**src/rtl/ysyx_23060061_lsu.sv**
```systemverilog
// ysyx_23060061_lsu: single-outstanding load/store unit issuing one AXI-Lite transaction per request.
// Define LSU_MISALIGN_CHECK_EN to reject misaligned accesses; otherwise only size 3 is rejected.
module ysyx_23060061_lsu #(
  parameter int ADDR_WIDTH = 32
) (
  input  logic                  clk,
  input  logic                  rst,
  input  logic                  req_valid,
  output logic                  req_ready,
  input  logic                  req_wen,
  input  logic [ADDR_WIDTH-1:0] req_addr,
  input  logic [31:0]           req_wdata,
  input  logic [1:0]            req_size,
  input  logic                  req_unsigned,
  output logic                  resp_valid,
  input  logic                  resp_ready,
  output logic [31:0]           resp_rdata,
  output logic                  resp_err,
  output logic [ADDR_WIDTH-1:0] araddr,
  output logic                  arvalid,
  input  logic                  arready,
  input  logic [31:0]           rdata,
  input  logic [1:0]            rresp,
  input  logic                  rvalid,
  output logic                  rready,
  output logic [ADDR_WIDTH-1:0] awaddr,
  output logic                  awvalid,
  input  logic                  awready,
  output logic [31:0]           wdata,
  output logic [3:0]            wstrb,
  output logic                  wvalid,
  input  logic                  wready,
  input  logic [1:0]            bresp,
  input  logic                  bvalid,
  output logic                  bready
);
  typedef enum logic [2:0] {IDLE, RD_ADDR, RD_DATA, WR_REQ, WR_RESP, RESP} state_t;
  state_t state, state_n;
  logic [1:0] off, size;
  logic uns, aw_done, w_done, bad, accept, aw_hs, w_hs;
  logic [31:0] shifted, ext;
  logic [3:0] mask;
  assign req_ready  = (state == IDLE) && rst;
  assign arvalid    = state == RD_ADDR;
  assign rready     = state == RD_DATA;
  assign bready     = state == WR_RESP;
  assign resp_valid = state == RESP;
  assign awvalid    = (state == WR_REQ) && !aw_done;
  assign wvalid     = (state == WR_REQ) && !w_done;
  always_comb begin
    accept = req_valid && req_ready;
`ifdef LSU_MISALIGN_CHECK_EN
    bad = (req_size == 2'd3) || (req_size == 2'd1 && req_addr[0]) || (req_size == 2'd2 && req_addr[1:0] != 2'd0);
`else
    bad = req_size == 2'd3;
`endif
    aw_hs = awvalid && awready;
    w_hs = wvalid && wready;
    shifted = rdata >> {off, 3'b000};
    ext = size == 2'd0 ? {{24{~uns & shifted[7]}}, shifted[7:0]} :
          size == 2'd1 ? {{16{~uns & shifted[15]}}, shifted[15:0]} : shifted;
    mask = req_size == 2'd0 ? 4'b0001 : req_size == 2'd1 ? 4'b0011 : 4'b1111;
    state_n = state;
    case (state)
      IDLE:    if (accept) state_n = bad ? RESP : req_wen ? WR_REQ : RD_ADDR;
      RD_ADDR: if (arready) state_n = RD_DATA;
      RD_DATA: if (rvalid) state_n = RESP;
      WR_REQ:  if ((aw_done || aw_hs) && (w_done || w_hs)) state_n = WR_RESP;
      WR_RESP: if (bvalid) state_n = RESP;
      RESP:    if (resp_ready) state_n = IDLE;
      default: state_n = IDLE;
    endcase
  end
  always_ff @(posedge clk) begin
    if (!rst) begin
      state <= IDLE;
      {off, size, uns, aw_done, w_done} <= '0;
      araddr <= '0;
      awaddr <= '0;
      wdata <= '0;
      wstrb <= '0;
      resp_rdata <= '0;
      resp_err <= 1'b0;
    end else begin
      state <= state_n;
      if (accept) begin
        off <= req_addr[1:0];
        size <= req_size;
        uns <= req_unsigned;
        aw_done <= 1'b0;
        w_done <= 1'b0;
        araddr <= {req_addr[ADDR_WIDTH-1:2], 2'b00};
        awaddr <= {req_addr[ADDR_WIDTH-1:2], 2'b00};
        // lanes shifted past bit 31 / strobe 3 fall off
        wdata <= req_wdata << {req_addr[1:0], 3'b000};
        wstrb <= mask << req_addr[1:0];
        resp_rdata <= '0;
        resp_err <= bad;
      end
      if (aw_hs) aw_done <= 1'b1;
      if (w_hs) w_done <= 1'b1;
      if (rready && rvalid) begin
        resp_rdata <= rresp == 2'b00 ? ext : '0;
        resp_err <= rresp != 2'b00;
      end
      if (bready && bvalid) begin
        resp_rdata <= '0;
        resp_err <= bresp != 2'b00;
      end
    end
  end
endmodule

```
**config.mk**
```make
export PLATFORM = sky130hd
export DESIGN_NAME = ysyx_23060061_lsu
export DESIGN_NICKNAME = d
export VERILOG_FILES = /design/src/rtl/ysyx_23060061_lsu.sv
export SDC_FILE = /design/constraint.sdc
export NUM_CORES = 1
export LEC_CHECK = 0
export ABC_AREA = 1
export BUFFER_PORTS_ARGS = -buffer_cell sky130_fd_sc_hd__buf_2
export CAP_MARGIN = 20
export CELL_PAD_IN_SITES_DETAIL_PLACEMENT = 0
export CELL_PAD_IN_SITES_GLOBAL_PLACEMENT = 1
export CORE_MARGIN = 4
export CORE_UTILIZATION = 30
export CTS_CLUSTER_DIAMETER = 50
export DETAILED_ROUTE_END_ITERATION = 8
export GPL_ROUTABILITY_DRIVEN = 0
export HOLD_SLACK_MARGIN = 0.15
export PLACE_DENSITY = 0.74
export SYNTH_ARGS = -nofsm -noshare
export SYNTH_HDL_FRONTEND = slang
export SYNTH_SLANG_ARGS = --single-unit
export TNS_END_PERCENT = 30
```
**constraint.sdc**
```tcl
create_clock -name clk -period 3.2 [get_ports clk]
set_clock_uncertainty 0.1 [all_clocks]
set_input_delay 0.64 -clock clk [delete_from_list [all_inputs] [get_ports clk]]
set_output_delay 0.64 -clock clk [all_outputs]
set_load 0.1 [all_outputs]
```
==> results.py <==
metrics = {
    "cts": {
        "cts_tree": "yes",
        "cts_root_buf": "clkbuf_16",
        "ctsHoldBuffers": 0,
        "htree_num_levels": 3,
        "cts_resized": 0,
        "cts_buffers": 9,
        "post-cts-setup-buffers": 0,
        "clock_sinks": 109,
        "clockBufferDepth": 2,
        "clk_pin_slew_ps": 80,
        "clk_latency_ps": 360,
    },
    "logic_synthesis": {
        "synth_adder_area_share": 0,
        "synth_edf_count": 0,
        "yosysWarnings": 0,
        "synth_top_family_by_area": "simple AND/OR/NAND/NOR gates",
        "syn_area_mm2": 0.00565,
        "synth-simple-area-share": 0.292,
        "synth_xor_area_frac": 0,
        "yosysMostFrequentCell": "nand2_1",
        "syn_avg_cell_area_um2": 7.06,
        "yosysSeqAreaShare": 0.386,
        "async_flop_share": 0,
        "synthTopCellsByArea": "dfxtp_1, nand2_1, nand3_1",
        "yosys.area.top_type": "dfxtp_1",
        "ys_types": 34,
        "ys.flop_type": "dfxtp_1",
        "synthMuxAreaShare": 0,
        "synth_top_area_share": 0.386,
        "ys_ff_latch": 109,
        "synth_compound_area_frac": 0.191,
        "synth_top_cells_by_count": "nand2_1, dfxtp_1, nand3_1",
        "netlist_instances": 800,
    },
    "outcome": {
        "status": "finished clean",
    },
    "cells_and_area": {
        "drive_above_1_share": 0.336,
        "register_area_mm2": 0.00218,
        "fin_util": 0.386,
        "fin_nets": 1094,
        "finish.instance_area_mm2": 0.00706,
        "multi_input_area_mm2": 0.00275,
        "synthToLayoutAreaGrowth_pct": 25.0,
        "insertedDiodeCount": 0,
        "fillCellCount": 1997,
    },
    "worst_setup_path": {
        "critPathMaxFanout": 7,
        "critical_path.top_delay_family": "flip-flops",
        "cp.arrival_ps": 1710,
        "cp.buffers_inverters": 1,
        "slowest_delay_ps": 490,
        "crit_chain": "nand3_1, nor2_1, buf_2",
        "cp_slowest_cell": "dfxtp_1",
        "critPathRequiredTime_ps": 2460,
        "cp-start-kind": "flip-flop",
        "worstSetupPathType": "reg -> out",
        "critPathCaptureType": "output port",
    },
    "routing": {
        "ant_nets": 0,
        "drtIter0Drc": 353,
        "drt-wirelength-per-cell_um": 15.4,
        "routed_wl_mm": 18.7,
        "viasPerCell": 4.67,
        "via_count": 5672,
        "drt_pre_antenna_iters": 6,
        "remaining_drc_errors": 0,
    },
    "worst_hold_path": {
        "hold_class": "in -> reg",
    },
    "power": {
        "ir_worst_vdd_mv": 0.621,
        "p_leak_nw": 3.63,
        "power_density_mw_per_mm2": 861,
    },
    "place": {
        "dpl_cell_area_mm2": 0.00672,
        "io_buffers": 248,
        "place_hpwl_mm": 13.9,
    },
    "global_route": {
        "grt_pass1_wl_mm": 29.4,
        "grt_pass1_vias": 5442,
        "grt-ovfl-total": 0,
        "grt_antenna_before_repair": 2,
        "grt_use_total": 0.171,
        "grt_max_degree": 64,
    },
    "run": {
        "cap_violations": 0,
    },
    "timing": {
        "worstMarginPinSlew_ps": 943,
        "hold_viol": 0,
        "rsz0062_at_grt": "no",
        "setup_violations": 0,
        "fin_tns_setup_ps": 0,
        "slew_headroom": 0.369,
        "post-route-min-period_ps": 2450,
        "slew_viol_final": 0,
        "clock.fmax_ghz": 0.409,
        "fin_crit_sh": 0.765,
    },
    "floorplan": {
        "coreArea_mm2": 0.0183,
        "start_util": 0.309,
        "io_pins": 253,
        "die_area_mm2": 0.0211,
        "num_rows": 49,
        "die-height_um": 145,
        "die_w_um": 145,
    },
}
==> power by group <==
part / total [mW] / internal, mW / switching [mW]
logic: 3.11 / 0.494 / 2.62
clock network: 1.29 / 0.708 / 0.578
registers: 1.68 / 1.54 / 0.137
total: 6.08 / 2.74 / 3.33
==> metal layers <==
layer | wire length, µm | share of wire | track usage | up-vias
li1 | - | - | - | 2939
met2 | 8860 | 0.47 | 0.287 | 200
met5 | 13 | 0.00069 | 0 | -
met4 | 248 | 0.013 | 0.0442 | 2
met1 | 8080 | 0.43 | 0.210 | 2513
met3 | 1520 | 0.081 | 0.0605 | 18
==> flip-flops by register name (all words and copies together) (netlist names) <==
| signal | flops |
|---|---|
| size | 2 |
| off | 2 |
| araddr | 30 |
| resp_err | 1 |
| wstrb | 4 |
| w_done | 1 |
| wdata | 32 |
| uns | 1 |
| resp_rdata | 32 |
| aw_done | 1 |
| state | 3 |
==> cell usage in the layout, fill, tap and decap left out, types with 2 or more instances in the layout <==
cell type,instances
a21oi_1,64
a21oi_2,20
a31oi_1,8
buf_2,247
buf_4,9
bufinv_16,2
clkbuf_16,9
clkinv_1,2
clkinv_4,2
conb_1,4
dfxtp_1,109
inv_1,42
inv_2,4
inv_8,2
nand2_1,228
nand2_2,22
nand2_4,3
nand3_1,78
nor2_1,33
nor2_4,2
o211a_1,8
o211ai_1,22
o21ai_0,52
or2_2,2
==> worst reg2reg max path, stage by stage, from the launching register on <==
cell and delay (ps):
dfxtp_1 400, nor2_2 180, nand2_1 110, nor2_4 150, nand2_4 230, inv_2 500, buf_4 290, o21ai_0 90
a31oi_1 180
==> stage by stage <==
stage	cells	setup slack, ps	power, mW	hold slack [ps]
6_report	1215	752	6.08	364
5_1_grt	1215	616	6.37	349
4_1_cts	1215	690	6.16	345
3_5_place_dp	1199	605	4.84	355
3_3_place_gp	1199	635	4.85	352
2_1_floorplan	803	546	4.41	349
==> cell type report <==
| class | instances | share of cell area |
|---|---|---|
| clock buffer | 9 | 0.0319 |
| tap | 229 | 0.0406 |
| sequential | 109 | 0.309 |
| multi-input combinational | 556 | 0.389 |
| timing repair buffer | 257 | 0.187 |
| inverter | 48 | 0.0255 |
| clock inverter | 7 | 0.0165 |
==> logic make-up (layout without fill, tap and decap cells) <==
family	count (synthesis)	after routing
buf+inv	138	321
compound gates	178	178
simple gates	374	374
other cells	1	4
flops	109	109
==> worst paths after layout <==
| path | from | endpoint | slack [ps] | cells after the start |
|---|---|---|---|---|
| worst min-delay path | req_addr[20] | araddr[20] | 360 | 3 |
| worst min register to register | wstrb[3] | wstrb[3] | 360 | 2 |
| worst max register to register | state[0] | wdata[18] | 920 | 8 |
| worst max-delay path | state[0] | awvalid | 750 | 3 |
No activity file was read; power rests on OpenSTA's default activity.
